===== src/rtl/ram_arbiter_if.sv =====
// Bus bundle between the shared-RAM arbiter and its environment
// (three requesters plus the synchronous 32K x 16 RAM).
interface ram_arbiter_if #(
  parameter int ADDR_BITS   = 15,
  parameter int DATA_BITS   = 16,
  parameter int STARVE_BITS = 8
);
  logic                   spr_req;
  logic [ADDR_BITS-1:0]   spr_addr;
  logic                   tile_req;
  logic [ADDR_BITS-1:0]   tile_addr;
  logic                   cpu_req;
  logic                   cpu_we;
  logic [ADDR_BITS-1:0]   cpu_addr;
  logic [DATA_BITS-1:0]   cpu_wdata;
  logic                   cpu_hold;
  logic [ADDR_BITS-1:0]   ram_addr;
  logic [DATA_BITS-1:0]   ram_din;
  logic                   ram_we;
  logic [DATA_BITS-1:0]   ram_dout;
  logic [DATA_BITS-1:0]   rdata;
  logic                   spr_valid;
  logic                   tile_valid;
  logic                   cpu_valid;
  logic [1:0]             grant;
  logic                   starve_flag;
  logic [STARVE_BITS-1:0] max_starve;

  // Arbiter side.
  modport master (
    input  spr_req, spr_addr, tile_req, tile_addr,
    input  cpu_req, cpu_we, cpu_addr, cpu_wdata, ram_dout,
    output cpu_hold, ram_addr, ram_din, ram_we, rdata,
    output spr_valid, tile_valid, cpu_valid, grant, starve_flag, max_starve
  );

  // Requesters and RAM side.
  modport slave (
    output spr_req, spr_addr, tile_req, tile_addr,
    output cpu_req, cpu_we, cpu_addr, cpu_wdata, ram_dout,
    input  cpu_hold, ram_addr, ram_din, ram_we, rdata,
    input  spr_valid, tile_valid, cpu_valid, grant, starve_flag, max_starve
  );
endinterface


===== src/rtl/ram_arbiter.sv =====
// Shared video/CPU RAM arbiter: burst-locking fixed-priority grant,
// latency-aligned read-valid strobes, CPU hold and CPU starvation statistics.
module ram_arbiter #(
  parameter int ADDR_BITS    = 15,
  parameter int DATA_BITS    = 16,
  parameter int STARVE_BITS  = 8,
  parameter int STARVE_LIMIT = 64
) (
  input logic          clk,
  input logic          reset,
  ram_arbiter_if.master bus
);

  typedef enum logic [1:0] {
    OWN_NONE = 2'd0,
    OWN_SPR  = 2'd1,
    OWN_TILE = 2'd2,
    OWN_CPU  = 2'd3
  } owner_e;

  localparam logic [STARVE_BITS-1:0] CNT_SAT = '1;
  localparam logic [STARVE_BITS-1:0] CNT_ONE = STARVE_BITS'(1);

  owner_e                 r_owner;
  owner_e                 w_grant;
  logic [ADDR_BITS-1:0]   r_addr_last;
  logic [ADDR_BITS-1:0]   w_addr;
  logic [2:0]             r_vld;       // {cpu, tile, spr}
  logic [STARVE_BITS-1:0] r_cnt;
  logic [STARVE_BITS-1:0] w_cnt_nxt;
  logic [STARVE_BITS-1:0] r_max;
  logic                   r_flag;
  logic                   w_cpu_hold;

  // A video owner keeps the RAM while it still requests; CPU never locks.
  always_comb begin
    w_grant = OWN_NONE;
    if (reset)                                   w_grant = OWN_NONE;
    else if (r_owner == OWN_SPR  && bus.spr_req)  w_grant = OWN_SPR;
    else if (r_owner == OWN_TILE && bus.tile_req) w_grant = OWN_TILE;
    else if (bus.spr_req)                         w_grant = OWN_SPR;
    else if (bus.tile_req)                        w_grant = OWN_TILE;
    else if (bus.cpu_req)                         w_grant = OWN_CPU;
  end

  always_comb begin
    w_addr = r_addr_last;
    unique case (w_grant)
      OWN_SPR:  w_addr = bus.spr_addr;
      OWN_TILE: w_addr = bus.tile_addr;
      OWN_CPU:  w_addr = bus.cpu_addr;
      default:  w_addr = r_addr_last;
    endcase
    if (reset) w_addr = '0;
  end

  assign w_cpu_hold = bus.cpu_req & (w_grant != OWN_CPU);

  always_comb begin
    w_cnt_nxt = r_cnt;
    if (!bus.cpu_req || w_grant == OWN_CPU) w_cnt_nxt = '0;
    else if (r_cnt != CNT_SAT)              w_cnt_nxt = r_cnt + CNT_ONE;
  end

  // Flag and peak track the post-update count so they agree with the counter.
  always_ff @(posedge clk) begin
    if (reset) begin
      r_owner     <= OWN_NONE;
      r_addr_last <= '0;
      r_vld       <= '0;
      r_cnt       <= '0;
      r_max       <= '0;
      r_flag      <= 1'b0;
    end else begin
      r_owner     <= w_grant;
      r_addr_last <= w_addr;
      r_vld       <= {w_grant == OWN_CPU, w_grant == OWN_TILE, w_grant == OWN_SPR};
      r_cnt       <= w_cnt_nxt;
      r_flag      <= (32'(w_cnt_nxt) >= STARVE_LIMIT);
      if (w_cnt_nxt > r_max) r_max <= w_cnt_nxt;
    end
  end

  // Reset masks the registered outputs in the very cycle it is sampled.
  assign bus.grant       = w_grant;
  assign bus.cpu_hold    = w_cpu_hold;
  assign bus.ram_addr    = w_addr;
  assign bus.ram_din     = bus.cpu_wdata;
  assign bus.ram_we      = (w_grant == OWN_CPU) & bus.cpu_we;
  assign bus.rdata       = bus.ram_dout;
  assign bus.spr_valid   = r_vld[0] & ~reset;
  assign bus.tile_valid  = r_vld[1] & ~reset;
  assign bus.cpu_valid   = r_vld[2] & ~reset;
  assign bus.starve_flag = r_flag & ~reset;
  assign bus.max_starve  = reset ? '0 : r_max;

endmodule


===== src/flat_wrapper.sv =====
// flat-port wrapper written by rule: the top's interface ports become plain ports
module ram_arbiter_flat 
#(
  parameter int ADDR_BITS    = 15,
  parameter int DATA_BITS    = 16,
  parameter int STARVE_BITS  = 8,
  parameter int STARVE_LIMIT = 64
)
  (clk, reset, bus_spr_req, bus_spr_addr, bus_tile_req, bus_tile_addr, bus_cpu_req, bus_cpu_we, bus_cpu_addr, bus_cpu_wdata, bus_ram_dout, bus_cpu_hold, bus_ram_addr, bus_ram_din, bus_ram_we, bus_rdata, bus_spr_valid, bus_tile_valid, bus_cpu_valid, bus_grant, bus_starve_flag, bus_max_starve);
  ram_arbiter_if #(.ADDR_BITS(ADDR_BITS), .DATA_BITS(DATA_BITS), .STARVE_BITS(STARVE_BITS)) bus_i ();
  input logic clk;
  input logic reset;
  input wire logic [$bits(bus_i.spr_req)-1:0] bus_spr_req;
  input wire logic [$bits(bus_i.spr_addr)-1:0] bus_spr_addr;
  input wire logic [$bits(bus_i.tile_req)-1:0] bus_tile_req;
  input wire logic [$bits(bus_i.tile_addr)-1:0] bus_tile_addr;
  input wire logic [$bits(bus_i.cpu_req)-1:0] bus_cpu_req;
  input wire logic [$bits(bus_i.cpu_we)-1:0] bus_cpu_we;
  input wire logic [$bits(bus_i.cpu_addr)-1:0] bus_cpu_addr;
  input wire logic [$bits(bus_i.cpu_wdata)-1:0] bus_cpu_wdata;
  input wire logic [$bits(bus_i.ram_dout)-1:0] bus_ram_dout;
  output wire logic [$bits(bus_i.cpu_hold)-1:0] bus_cpu_hold;
  output wire logic [$bits(bus_i.ram_addr)-1:0] bus_ram_addr;
  output wire logic [$bits(bus_i.ram_din)-1:0] bus_ram_din;
  output wire logic [$bits(bus_i.ram_we)-1:0] bus_ram_we;
  output wire logic [$bits(bus_i.rdata)-1:0] bus_rdata;
  output wire logic [$bits(bus_i.spr_valid)-1:0] bus_spr_valid;
  output wire logic [$bits(bus_i.tile_valid)-1:0] bus_tile_valid;
  output wire logic [$bits(bus_i.cpu_valid)-1:0] bus_cpu_valid;
  output wire logic [$bits(bus_i.grant)-1:0] bus_grant;
  output wire logic [$bits(bus_i.starve_flag)-1:0] bus_starve_flag;
  output wire logic [$bits(bus_i.max_starve)-1:0] bus_max_starve;
  assign bus_i.spr_req = bus_spr_req;
  assign bus_i.spr_addr = bus_spr_addr;
  assign bus_i.tile_req = bus_tile_req;
  assign bus_i.tile_addr = bus_tile_addr;
  assign bus_i.cpu_req = bus_cpu_req;
  assign bus_i.cpu_we = bus_cpu_we;
  assign bus_i.cpu_addr = bus_cpu_addr;
  assign bus_i.cpu_wdata = bus_cpu_wdata;
  assign bus_i.ram_dout = bus_ram_dout;
  assign bus_cpu_hold = bus_i.cpu_hold;
  assign bus_ram_addr = bus_i.ram_addr;
  assign bus_ram_din = bus_i.ram_din;
  assign bus_ram_we = bus_i.ram_we;
  assign bus_rdata = bus_i.rdata;
  assign bus_spr_valid = bus_i.spr_valid;
  assign bus_tile_valid = bus_i.tile_valid;
  assign bus_cpu_valid = bus_i.cpu_valid;
  assign bus_grant = bus_i.grant;
  assign bus_starve_flag = bus_i.starve_flag;
  assign bus_max_starve = bus_i.max_starve;
  ram_arbiter #(.ADDR_BITS(ADDR_BITS), .DATA_BITS(DATA_BITS), .STARVE_BITS(STARVE_BITS), .STARVE_LIMIT(STARVE_LIMIT)) u_core (.clk(clk), .reset(reset), .bus(bus_i));
endmodule

===== config.mk =====
export PLATFORM = sky130hd
export DESIGN_NAME = ram_arbiter_flat
export DESIGN_NICKNAME = d
export VERILOG_FILES = /design/src/rtl/ram_arbiter_if.sv /design/src/rtl/ram_arbiter.sv /design/src/flat_wrapper.sv
export SDC_FILE = /design/constraint.sdc
export NUM_CORES = 1
export LEC_CHECK = 0
export ABC_AREA = 0
export BUFFER_PORTS_ARGS = -buffer_cell sky130_fd_sc_hd__buf_2
export CAP_MARGIN = 20
export CORE_UTILIZATION = 35
export CTS_CLUSTER_SIZE = 25
export DETAILED_ROUTE_END_ITERATION = 16
export SLEW_MARGIN = 15
export SYNTH_ARGS = -nofsm -noshare
export SYNTH_HDL_FRONTEND = slang
export SYNTH_SLANG_ARGS = --single-unit

===== constraint.sdc =====
create_clock -name clk -period 5.6 [get_ports clk]
set_input_delay 1.12 -clock clk [delete_from_list [all_inputs] [get_ports clk]]
set_output_delay 1.12 -clock clk [all_outputs]
set_load 0.05 [all_outputs]

==> flow_metrics.py <==
metrics = {
    "place": {
        "place_ws_ps": 949,
        "gp_congestion": 0.814,
        "numPortBuffers": 81,
        "dp_hpwl_um": 6230,
    },
    "sta": {
        "hold_viol": 0,
        "tns_ps": 0,
        "worst_clock_skew_ps": 6.43,
        "layout_min_cycle_time_ps": 4690,
        "rsz0062_at_grt": "no",
        "max_slew.worst_pin.slew_ps": 1030,
        "setup_viol": 0,
        "worst_slack_ps": 914,
        "slew_headroom": 0.315,
        "fin_hold_ws_ps": 498,
        "max_freq_mhz": 213,
        "finalMaxSlewViolations": 0,
        "period_share": 0.837,
    },
    "critical_path": {
        "reg2reg_slack_ps": 2670,
        "worst-setup-path-type": "in2out",
        "endpoint_kind": "output port",
        "cp_max_fo": 34,
        "arrival_ps": 3570,
        "crit_path_start_kind": "input port",
        "required_ps": 4480,
    },
    "global_routing": {
        "grt_pass1_wl_um": 14400,
        "antenna_found_initial": 0,
        "globalRouteTotalUtil": 0.178,
        "first_global_vias": 2970,
        "grt_overflow_total": 0,
        "grt_max_degree": 62,
    },
    "logic_synthesis": {
        "synth_fp_nets": 502,
        "synthTopCellsByCount": "37 x dfxtp_1, 36 x buf_4, 33 x o211ai_1, 30 x o2111ai_1, 23 x nand2_1",
        "synthFlopType": "dfxtp_1",
        "synth_warnings": 0,
        "synth-seq-area-share": 0.222,
        "ys_ff_latch": 37,
        "synth_edf_count": 0,
        "yosysMostFrequentCell": "dfxtp_1",
        "avgSynthCellArea_um2": 8.14,
        "yosysTopAreaCell": "dfxtp_1",
        "synth_area_um2": 3340,
        "async_flop_share": 0,
        "netlist_instances": 410,
        "synth_cell_types": 50,
        "synth_top_area_share": 0.222,
        "yosys-top-cells-area": "dfxtp_1 22%, buf_4 8.1%, o2111ai_1 7.9%",
    },
    "final_layout": {
        "area_growth_pct": 8.62,
        "register_area_um2": 741,
        "fin_util": 0.392,
        "multi_input_area_um2": 2090,
        "finalNetCount": 526,
        "drive_above_1_share": 0.255,
        "fillCellCount": 983,
    },
    "route": {
        "ant_nets": 0,
        "drtIter0Drc": 201,
        "drc_errors": 0,
        "vias": 3219,
        "vias_per_cell": 5.70,
        "wirelength_um": 8860,
        "first_pass_iters": 4,
        "wl_per_cell_um": 15.7,
    },
    "clocking": {
        "post-cts-setup-buffers": 0,
        "cts-root-buf": "clkbuf_8",
        "tritoncts": "built",
        "cts_hold_buffers": 0,
        "cts-buffers-inserted": 5,
        "cts_buffer_depth": 2,
        "clock_latency_ps": 290,
        "clock_sinks": 37,
        "ctsResizeCount": 0,
        "htreeDepth": 2,
        "clkTransAtPathRegs_ps": 80,
    },
    "die": {
        "start_util": 0.361,
        "rows": 35,
        "coreArea_um2": 9240,
        "io_pins": 146,
        "dieArea_um2": 9930,
        "die_h_um": 99.7,
        "fp.dieW_um": 99.7,
    },
    "outcome": {
        "status": "complete, no violations",
    },
    "hold_path": {
        "hold_path.class": "reg2reg",
    },
    "pwr": {
        "power.density_nw_per_um2": 215,
        "cellLeakagePower_nw": 1.48,
        "power_w": 0.000779,
        "peakVddDrop_mv": 0.0972,
    },
    "job": {
        "maxCapViolations": 0,
    },
}
cells in the final DEF (no fill, tap or decap), drive strengths merged, types with 2 or more instances in the layout:
cell / netlist / final
and3: 5 / 5
nand3b: 15 / 15
and4: 2 / 2
or4bb: 3 / 3
inv: 20 / 20
a211oi: 2 / 2
nor4: 2 / 2
dfxtp: 37 / 37
nor4b: 2 / 2
nand4bb: 12 / 12
nand2b: 18 / 18
mux2i: 4 / 4
nor2b: 5 / 5
and4bb: 10 / 10
and2: 4 / 4
nand3: 20 / 20
nand4: 5 / 5
and4b: 2 / 2
clkbuf: 8 / 5
o21ai: 19 / 19
mux2: 4 / 4
a21o: 3 / 3
a21oi: 21 / 21
o211ai: 33 / 33
nand2: 23 / 23
nor4bb: 5 / 5
ha: 9 / 9
buf: 61 / 86
o21a: 2 / 2
nor2: 14 / 14
o2111ai: 30 / 30
cell families (layout without fill, tap and decap cells):
kind of cell,count (synthesis),count (layout),synth area share
fa+ha+maj,9,9,0.0337
flops,37,37,0.222
buf+inv,89,114,0.153
simple gates,152,152,0.316
compound gates,115,115,0.248
other cells,0,1,0
mux,8,8,0.0266
metal layers:
layer  global-route usage  up-vias  part of all wire
li1                     -     1569                 -
met1                0.242     1534              0.46
met2                0.293      110              0.47
met3               0.0295        6             0.064
met4               0.0385        0            0.0084
met5                    0        -                 0
through the flow:
stage	area, µm²	std cells
after global placement	3510	556
final	3630	565
after CTS	3620	564
after detailed placement	3510	556
after floorplan	3340	410
after global routing	3620	564
path summary, 6_finish.rpt:
kind	from	end	depth (start not counted)
hold reg to reg	u_core.r_max[1]	u_core.r_max[1]	2
setup reg to reg	u_core.r_cnt[0]	u_core.r_max[2]	10
setup / recovery	bus_tile_req	bus_ram_addr[13]	6
hold / removal	u_core.r_max[1]	u_core.r_max[1]	2
critical path: stages:
cell and delay (ps):
buf_2 460, inv_1 460, a21oi_2 720, o2111ai_1 260, o211ai_1 190, buf_2 330
power breakdown:
group          internal [W]  switching [W]  total [W]
clock network      0.000134       0.000108   0.000242
logic             0.0000858       0.000160   0.000246
registers          0.000280      0.0000116   0.000291
registers in the layout, indices dropped and copies added (netlist names):
| register | count |
|---|---|
| u_core.r_vld | 3 |
| u_core.r_max | 8 |
| u_core.r_cnt | 8 |
| u_core.r_flag | 1 |
| u_core.r_owner | 2 |
| u_core.r_addr_last | 15 |
cell type report:
| cell class | count | share of cell area |
|---|---|---|
| tap | 129 | 0.0445 |
| sequential | 37 | 0.204 |
| inverter | 20 | 0.0207 |
| timing repair buffer | 86 | 0.122 |
| clock inverter | 3 | 0.0128 |
| clock buffer | 5 | 0.0190 |
| antenna | 1 | 0.000690 |
| multi-input combinational | 284 | 0.576 |
Power figures use the tool's default switching activity.
